--- src/rtl/seq_mult_pkg.sv ---
// seq_mult_pkg: shared state encoding and limits for the sequential multiplier
package seq_mult_pkg;
  typedef enum logic [1:0] {IDLE = 2'd0, CALC = 2'd1, DONE = 2'd2} state_e;
  localparam int MAX_WIDTH = 32;
endpackage

--- src/rtl/add_ripple.sv ---
// add_ripple: N-bit ripple-carry adder built from fulladder cells, carry-in 0
// ports: a, b addends; s N-bit sum; co carry-out (sum bit N)
module add_ripple #(
  parameter int N = 8
) (
  input  logic [N-1:0] a,
  input  logic [N-1:0] b,
  output logic [N-1:0] s,
  output logic         co
);
  logic [N:0] c;
  assign c[0] = 1'b0;
  for (genvar g = 0; g < N; g++) begin : g_fa
    fulladder u_fa (.a(a[g]), .b(b[g]), .ci(c[g]), .s(s[g]), .co(c[g+1]));
  end
  assign co = c[N];
endmodule

--- src/rtl/fulladder.sv ---
// fulladder: one-bit full adder cell
// ports: a, b, ci addends and carry-in; s sum; co carry-out
module fulladder (
  input  logic a,
  input  logic b,
  input  logic ci,
  output logic s,
  output logic co
);
  assign s  = a ^ b ^ ci;
  assign co = (a & b) | (ci & (a ^ b));
endmodule

--- src/rtl/seq_mult.sv ---
// seq_mult: sequential shift-add multiplier, WIDTH iterations, signed/unsigned
// ports: in_valid/in_ready accept a, b, is_signed; out_valid/out_ready hand off
//        the 2*WIDTH-bit product y; busy is high while CALC or DONE
module seq_mult
  import seq_mult_pkg::*;
#(
  parameter int WIDTH = 8
) (
  input  logic               clk,
  input  logic               rst,
  input  logic               in_valid,
  output logic               in_ready,
  input  logic [WIDTH-1:0]   a,
  input  logic [WIDTH-1:0]   b,
  input  logic               is_signed,
  output logic               out_valid,
  input  logic               out_ready,
  output logic [2*WIDTH-1:0] y,
  output logic               busy
);
  localparam int CNT_W = $clog2(WIDTH + 1);
  state_e             state_q;
  logic [WIDTH-1:0]   mcand_q, mplier_q, acc_q;
  logic               neg_q;
  logic [CNT_W-1:0]   cnt_q;
  logic [2*WIDTH-1:0] y_q;
  logic [WIDTH-1:0]   a_mag, b_mag, addend, sum_lo;
  logic               sum_co;
  logic [2*WIDTH-1:0] prod, y_d;
  assign a_mag  = (is_signed && a[WIDTH-1]) ? -a : a;
  assign b_mag  = (is_signed && b[WIDTH-1]) ? -b : b;
  assign addend = mplier_q[0] ? mcand_q : '0;
  add_ripple #(.N(WIDTH)) u_add (.a(acc_q), .b(addend), .s(sum_lo), .co(sum_co));
  // product after this step: shifted {carry, sum} above the remaining multiplier bits
  assign prod = {sum_co, sum_lo, mplier_q[WIDTH-1:1]};
  // a zero product is never negated
  assign y_d  = (neg_q && prod != '0) ? -prod : prod;
  always_ff @(posedge clk or posedge rst) begin
    if (rst) begin
      state_q  <= IDLE;
      mcand_q  <= '0;
      mplier_q <= '0;
      acc_q    <= '0;
      neg_q    <= 1'b0;
      cnt_q    <= '0;
      y_q      <= '0;
    end else begin
      case (state_q)
        IDLE: if (in_valid) begin
          mcand_q  <= a_mag;
          mplier_q <= b_mag;
          neg_q    <= is_signed & (a[WIDTH-1] ^ b[WIDTH-1]);
          acc_q    <= '0;
          cnt_q    <= '0;
          state_q  <= CALC;
        end
        CALC: begin
          acc_q    <= {sum_co, sum_lo[WIDTH-1:1]};
          mplier_q <= {sum_lo[0], mplier_q[WIDTH-1:1]};
          cnt_q    <= cnt_q + 1'b1;
          if (cnt_q == CNT_W'(WIDTH - 1)) begin
            y_q     <= y_d;
            state_q <= DONE;
          end
        end
        DONE: if (out_ready) state_q <= IDLE;
        default: state_q <= IDLE;
      endcase
    end
  end
  assign in_ready  = (state_q == IDLE);
  assign busy      = (state_q != IDLE);
  assign out_valid = (state_q == DONE);
  assign y         = y_q;
endmodule

--- config.mk ---
export PLATFORM = sky130hd
export DESIGN_NAME = seq_mult
export DESIGN_NICKNAME = d
export VERILOG_FILES = /design/src/rtl/seq_mult_pkg.sv /design/src/rtl/add_ripple.sv /design/src/rtl/fulladder.sv /design/src/rtl/seq_mult.sv
export SDC_FILE = /design/constraint.sdc
export NUM_CORES = 1
export LEC_CHECK = 0
export ABC_AREA = 1
export CAP_MARGIN = 25
export CORE_MARGIN = 2
export CORE_UTILIZATION = 30
export CTS_CLUSTER_DIAMETER = 120
export DETAILED_ROUTE_END_ITERATION = 8
export HOLD_SLACK_MARGIN = 0.06
export SLEW_MARGIN = 15
export SYNTH_ARGS = -nofsm -noshare
export SYNTH_HDL_FRONTEND = slang
export SYNTH_SLANG_ARGS = --single-unit
--- constraint.sdc ---
create_clock -name clk -period 5.1 [get_ports clk]
set_clock_uncertainty 0.15 [all_clocks]
set_input_delay 1.02 -clock clk [delete_from_list [all_inputs] [get_ports clk]]
set_output_delay 1.02 -clock clk [all_outputs]
set_load 0.05 [all_outputs]
==> impl_results.html <==
<table>
<tr><th>Metric</th><th>Value</th></tr>
<tr><th colspan="2">Synth</th></tr>
<tr><td>Yosys warning count</td><td>0</td></tr>
<tr><td>Count of state elements after synthesis</td><td>47</td></tr>
<tr><td>Cell types occupying the most area after synthesis</td><td>sky130_fd_sc_hd__dfrtp_1 (40%), sky130_fd_sc_hd__nand2_1 (13%), sky130_fd_sc_hd__inv_1 (5.9%), sky130_fd_sc_hd__nand3_1 (5.8%), sky130_fd_sc_hd__fa_1 (4.8%)</td></tr>
<tr><td>Mapped Nets</td><td>401</td></tr>
<tr><td>Mean Syn Cell Area</td><td>7.92 um^2</td></tr>
<tr><td>Cell area after synthesis</td><td>0.00292 mm^2</td></tr>
<tr><td>Share of the yosys chip area belonging to registers</td><td>40.3%</td></tr>
<tr><td>Post-Synthesis Cells</td><td>368</td></tr>
<tr><td>Largest area contributor in the synthesized netlist</td><td>sky130_fd_sc_hd__dfrtp_1</td></tr>
<tr><td>Netlist cell types</td><td>36</td></tr>
<tr><td>Share of the synthesized area in the top cell type</td><td>40.3%</td></tr>
<tr><th colspan="2">Worst setup path</th></tr>
<tr><td>Critical-path maximum fanout</td><td>22</td></tr>
<tr><td>Cell mode on critical path</td><td>sky130_fd_sc_hd__nand2_1</td></tr>
<tr><td>CP bufs+invs</td><td>3</td></tr>
<tr><td>Critical Path Source Type</td><td>flop</td></tr>
<tr><td>Sort of element at the end of the critical path</td><td>flop</td></tr>
<tr><td>Cells along the critical path</td><td>nand2_1 &gt; inv_1 &gt; ha_1 &gt; inv_1 &gt; fa_1 &gt; fa_1 &gt; fa_1 &gt; fa_1 &gt; fa_1 &gt; fa_1 &gt; fa_1 &gt; nand2_1 &gt; inv_1 &gt; nand2_1 &gt; nor2_4 &gt; nand2_4 &gt; nand2_1 &gt; nand2_1 &gt; nand2_1 &gt; nand2_1 &gt; nand2_1</td></tr>
<tr><td>CP max stage delay</td><td>0.58 ns</td></tr>
<tr><td>Worst path arrival time</td><td>4.89 ns</td></tr>
<tr><td>Path length in cells of the critical path</td><td>21</td></tr>
<tr><td>Cell count of the worst reg-to-reg path</td><td>21</td></tr>
<tr><td>Crit path max-delay cell type</td><td>sky130_fd_sc_hd__fa_1</td></tr>
<tr><td>Required time at the worst-slack endpoint</td><td>5.19 ns</td></tr>
<tr><td>Crit-path leading delay family</td><td>adder cells</td></tr>
<tr><td>Critical path class</td><td>reg2reg</td></tr>
<tr><th colspan="2">Global route</th></tr>
<tr><td>Highest-utilization routing layer at the global route stage</td><td>met2</td></tr>
<tr><td>Antenna violations before repair</td><td>0</td></tr>
<tr><td>Global Route met2 Usage</td><td>19.3%</td></tr>
<tr><td>Met1 Use GR</td><td>19.0%</td></tr>
<tr><td>Via count of the first global-routing pass</td><td>2372</td></tr>
<tr><td>Met3 routing resource usage after global routing</td><td>1.42%</td></tr>
<tr><td>All-Layer GR Usage</td><td>12.7%</td></tr>
<tr><td>Maximum number of pins on one net before global-route repair</td><td>48</td></tr>
<tr><td>Remaining global-route overflow</td><td>0</td></tr>
<tr><td>First-pass GRT wire length</td><td>10900 um</td></tr>
<tr><th colspan="2">Final layout</th></tr>
<tr><td>Area of the multi-input gates</td><td>0.00145 mm^2</td></tr>
<tr><td>Most common cell after layout, fill and taps aside</td><td>sky130_fd_sc_hd__nand2_1</td></tr>
<tr><td>Share of cells above drive strength 1</td><td>9.16%</td></tr>
<tr><td>Relative area change from synthesis to final layout</td><td>20.0%</td></tr>
<tr><td>Highest-count cells in the layout ignoring fill and taps</td><td>sky130_fd_sc_hd__nand2_1 (101), sky130_fd_sc_hd__dfrtp_1 (46), sky130_fd_sc_hd__inv_1 (45)</td></tr>
<tr><td>Register area</td><td>0.00118 mm^2</td></tr>
<tr><td>Fill cell count</td><td>1012</td></tr>
<tr><td>Net total in the final layout</td><td>436</td></tr>
<tr><td># diodes</td><td>0</td></tr>
<tr><th colspan="2">Routing</th></tr>
<tr><td>Initial detailed-routing violation count</td><td>79</td></tr>
<tr><td>DRC Markers</td><td>0</td></tr>
<tr><td>Number of iterations in the first detailed-routing pass</td><td>4</td></tr>
<tr><td>Ratio of routed vias to standard cells</td><td>4.64</td></tr>
<tr><td>Average routed wire per standard cell</td><td>11.6 um</td></tr>
<tr><td>Routed Wire Length</td><td>6190 um</td></tr>
<tr><td>Number of antenna-violating nets in the routed design</td><td>0</td></tr>
<tr><td>Total number of vias</td><td>2472</td></tr>
<tr><th colspan="2">Power and ir drop</th></tr>
<tr><td>P_leak</td><td>1.65 nW</td></tr>
<tr><td>Clock network power share</td><td>10.7%</td></tr>
<tr><td>Flop pwr share</td><td>30.4%</td></tr>
<tr><td>Ratio of total power to cell area</td><td>648 mW/mm^2</td></tr>
<tr><td>Internal portion of total power</td><td>0.00114 W</td></tr>
<tr><td>Worst voltage drop across the vdd grid</td><td>192 uV</td></tr>
<tr><td>Comb pwr share</td><td>58.9%</td></tr>
<tr><td>Switching part of the total</td><td>49.9%</td></tr>
<tr><td>Total net switching power</td><td>0.00113 W</td></tr>
<tr><th colspan="2">Worst hold path</th></tr>
<tr><td>Number of cells on the worst hold path</td><td>2</td></tr>
<tr><td>Class of the tightest hold or removal check</td><td>reg2reg</td></tr>
<tr><th colspan="2">Floorplan</th></tr>
<tr><td>Total number of placement rows</td><td>35</td></tr>
<tr><td>Vertical die dimension</td><td>103 um</td></tr>
<tr><td>Horizontal die dimension</td><td>103 um</td></tr>
<tr><td>Area of the die</td><td>0.0105 mm^2</td></tr>
<tr><td>Core Region</td><td>0.00933 mm^2</td></tr>
<tr><td>Num ports</td><td>40</td></tr>
<tr><td>Starting density of the core</td><td>31.3%</td></tr>
<tr><th colspan="2">CTS</th></tr>
<tr><td>Cell chosen for the clock root</td><td>sky130_fd_sc_hd__clkbuf_8</td></tr>
<tr><td>Worst-Skew Late Latency</td><td>0.30 ns</td></tr>
<tr><td>TritonCTS clock tree</td><td>yes</td></tr>
<tr><td>Clock input transition at the sequential cells of the worst setup and hold paths</td><td>0.09 ns</td></tr>
<tr><td>Clock buffers created by TritonCTS</td><td>5</td></tr>
<tr><td>Maximum level of the CTS H-tree</td><td>2</td></tr>
<tr><td>Maximum count of clock buffers along a single path</td><td>2</td></tr>
<tr><td># clock sinks</td><td>47</td></tr>
<tr><td>Hold bufs inserted after CTS</td><td>0</td></tr>
<tr><th colspan="2">Flow run</th></tr>
<tr><td>Max cap viols</td><td>0</td></tr>
<tr><th colspan="2">Timing</th></tr>
<tr><td>Final setup vio count</td><td>0</td></tr>
<tr><td>Maximum clock rate</td><td>208 MHz</td></tr>
<tr><td>Endpoints failing hold</td><td>0</td></tr>
<tr><td>Slew at the pin with the worst max-slew slack</td><td>0.913 ns</td></tr>
<tr><td>Worst setup margin</td><td>0.298 ns</td></tr>
<tr><td>Worst rel slew slack</td><td>39.1%</td></tr>
<tr><td>Period Utilization, post-route</td><td>94.2%</td></tr>
<tr><td>Setup repair after global routing missed its margin</td><td>no</td></tr>
<tr><td>Accumulated negative setup slack</td><td>0 ns</td></tr>
<tr><td>Final critical path time including I/O delays and setup</td><td>4.80 ns</td></tr>
<tr><td>Max-slew violation count</td><td>0</td></tr>
<tr><th colspan="2">Placement</th></tr>
<tr><td>HPWL Detailed</td><td>4630 um</td></tr>
<tr><td>GP Congestion</td><td>0.787</td></tr>
<tr><td># port buffers</td><td>39</td></tr>
<tr><td>Worst setup slack after placement</td><td>0.270 ns</td></tr>
<tr><th colspan="2">Outcome</th></tr>
<tr><td>Run status</td><td>finished, final reports clean</td></tr>
</table>
-- through the flow --
| step | std cells | area (um^2) | power (W) | util, % | hold slack [ns] |
|---|---|---|---|---|---|
| after floorplan | 368 | 2920 | 0.00171 | - | 0.299 |
| after global placement | 524 | 3380 | 0.00201 | 36.2 | 0.316 |
| after detailed placement | 524 | 3380 | 0.00204 | 36.2 | 0.317 |
| after CTS | 532 | 3480 | 0.00229 | 37.3 | 0.340 |
| after global routing | 533 | 3500 | 0.00248 | 37.5 | 0.365 |
| final | 533 | 3500 | 0.00227 | 37.5 | 0.331 |
-- cell usage after synthesis --
cell type / n
sky130_fd_sc_hd__a21oi_1: 9
sky130_fd_sc_hd__a22o_1: 2
sky130_fd_sc_hd__a22oi_1: 5
sky130_fd_sc_hd__buf_1: 1
sky130_fd_sc_hd__buf_2: 3
sky130_fd_sc_hd__buf_4: 1
sky130_fd_sc_hd__buf_6: 5
sky130_fd_sc_hd__clkbuf_1: 2
sky130_fd_sc_hd__clkinv_2: 1
sky130_fd_sc_hd__dfrtp_1: 47
sky130_fd_sc_hd__fa_1: 7
sky130_fd_sc_hd__ha_1: 5
sky130_fd_sc_hd__inv_1: 46
sky130_fd_sc_hd__inv_2: 6
sky130_fd_sc_hd__nand2_1: 101
sky130_fd_sc_hd__nand2_2: 4
sky130_fd_sc_hd__nand2_4: 1
sky130_fd_sc_hd__nand3_1: 34
sky130_fd_sc_hd__nand3_2: 5
sky130_fd_sc_hd__nand3_4: 1
sky130_fd_sc_hd__nand3b_1: 1
sky130_fd_sc_hd__nand4_1: 11
sky130_fd_sc_hd__nor2_1: 17
sky130_fd_sc_hd__nor2_2: 3
sky130_fd_sc_hd__nor2_4: 4
sky130_fd_sc_hd__nor3_1: 2
sky130_fd_sc_hd__o211ai_1: 1
sky130_fd_sc_hd__o21ai_0: 18
sky130_fd_sc_hd__o21ai_1: 3
sky130_fd_sc_hd__o21bai_1: 1
sky130_fd_sc_hd__o221ai_1: 2
sky130_fd_sc_hd__o22ai_1: 8
sky130_fd_sc_hd__o31ai_1: 2
sky130_fd_sc_hd__or2_2: 1
sky130_fd_sc_hd__xnor2_1: 2
sky130_fd_sc_hd__xor2_1: 6
-- timing repair --
item / in CTS / in global routing
buffers inserted: 0 / 0
endpoints found under the setup margin: 0 / 6
resized for setup: 0 / 1
-- worst register-to-register path, stage by stage, from the launching register on --
cell	delay (ns)
sky130_fd_sc_hd__dfrtp_2	0.45
sky130_fd_sc_hd__nand2_1	0.07
sky130_fd_sc_hd__inv_1	0.05
sky130_fd_sc_hd__ha_1	0.12
sky130_fd_sc_hd__inv_1	0.05
sky130_fd_sc_hd__fa_1	0.37
sky130_fd_sc_hd__fa_1	0.39
sky130_fd_sc_hd__fa_1	0.39
sky130_fd_sc_hd__fa_1	0.41
sky130_fd_sc_hd__fa_1	0.41
sky130_fd_sc_hd__fa_1	0.40
sky130_fd_sc_hd__fa_1	0.58
sky130_fd_sc_hd__nand2_1	0.10
sky130_fd_sc_hd__inv_1	0.06
sky130_fd_sc_hd__nand2_1	0.08
sky130_fd_sc_hd__nor2_4	0.13
sky130_fd_sc_hd__nand2_4	0.16
sky130_fd_sc_hd__nand2_1	0.16
sky130_fd_sc_hd__nand2_1	0.07
sky130_fd_sc_hd__nand2_1	0.07
sky130_fd_sc_hd__nand2_1	0.05
sky130_fd_sc_hd__nand2_1	0.06
-- kinds of logic (layout without fill, tap and decap cells) --
logic type,count (synthesis),in the layout,share of synthesized area (%)
xor+xnor,8,8,2.40
compound gates,51,51,10.4
simple gates,185,185,30.0
fa+ha+maj,12,12,6.95
flops,47,47,40.3
buf+inv,65,101,9.96
-- worst paths after layout --
| kind | to | startpoint | slack (ns) |
|---|---|---|---|
| worst max-delay path | y[5] | mplier_q[0] | 0.30 |
| worst min-delay path | y[4] | y[4] | 0.33 |
| worst max register to register | y[5] | mplier_q[0] | 0.30 |
| worst min register to register | y[4] | y[4] | 0.33 |
| max in group asynchronous | mplier_q[0] | rst | 3.48 |
| min in group asynchronous | y[8] | rst | 0.83 |
-- per-layer routing --
metal,part of all wire (%),vias up
li1,-,1260
met5,0,-
met4,1.1,0
met2,42,44
met3,3.8,5
met1,53,1163
-- sequential cells by signal, summed over array words and instances (netlist names) --
signal,cells
acc_q,8
mplier_q,8
neg_q,1
y,16
cnt_q,4
mcand_q,8
state_q,2
-- area by class of cell --
cell class | instances | share of cell area, %
Inverter | 53 | 5.72
Sequential cell | 47 | 33.7
Multi-Input combinational cell | 256 | 41.4
Clock inverter | 2 | 0.465
Timing Repair Buffer | 40 | 11.7
Clock buffer | 6 | 2.36
Tap cell | 129 | 4.62
-- power groups by stage --
stage / clock network [W] / registers (W) / logic, W
2_1_floorplan: 0 / 0.000825 / 0.000887
3_3_place_gp: 0 / 0.000692 / 0.00132
3_5_place_dp: 0 / 0.000696 / 0.00134
4_1_cts: 0.000252 / 0.000689 / 0.00134
5_1_grt: 0.000261 / 0.000718 / 0.00150
6_report: 0.000243 / 0.000690 / 0.00133
(Power assumes the default switching activity.)
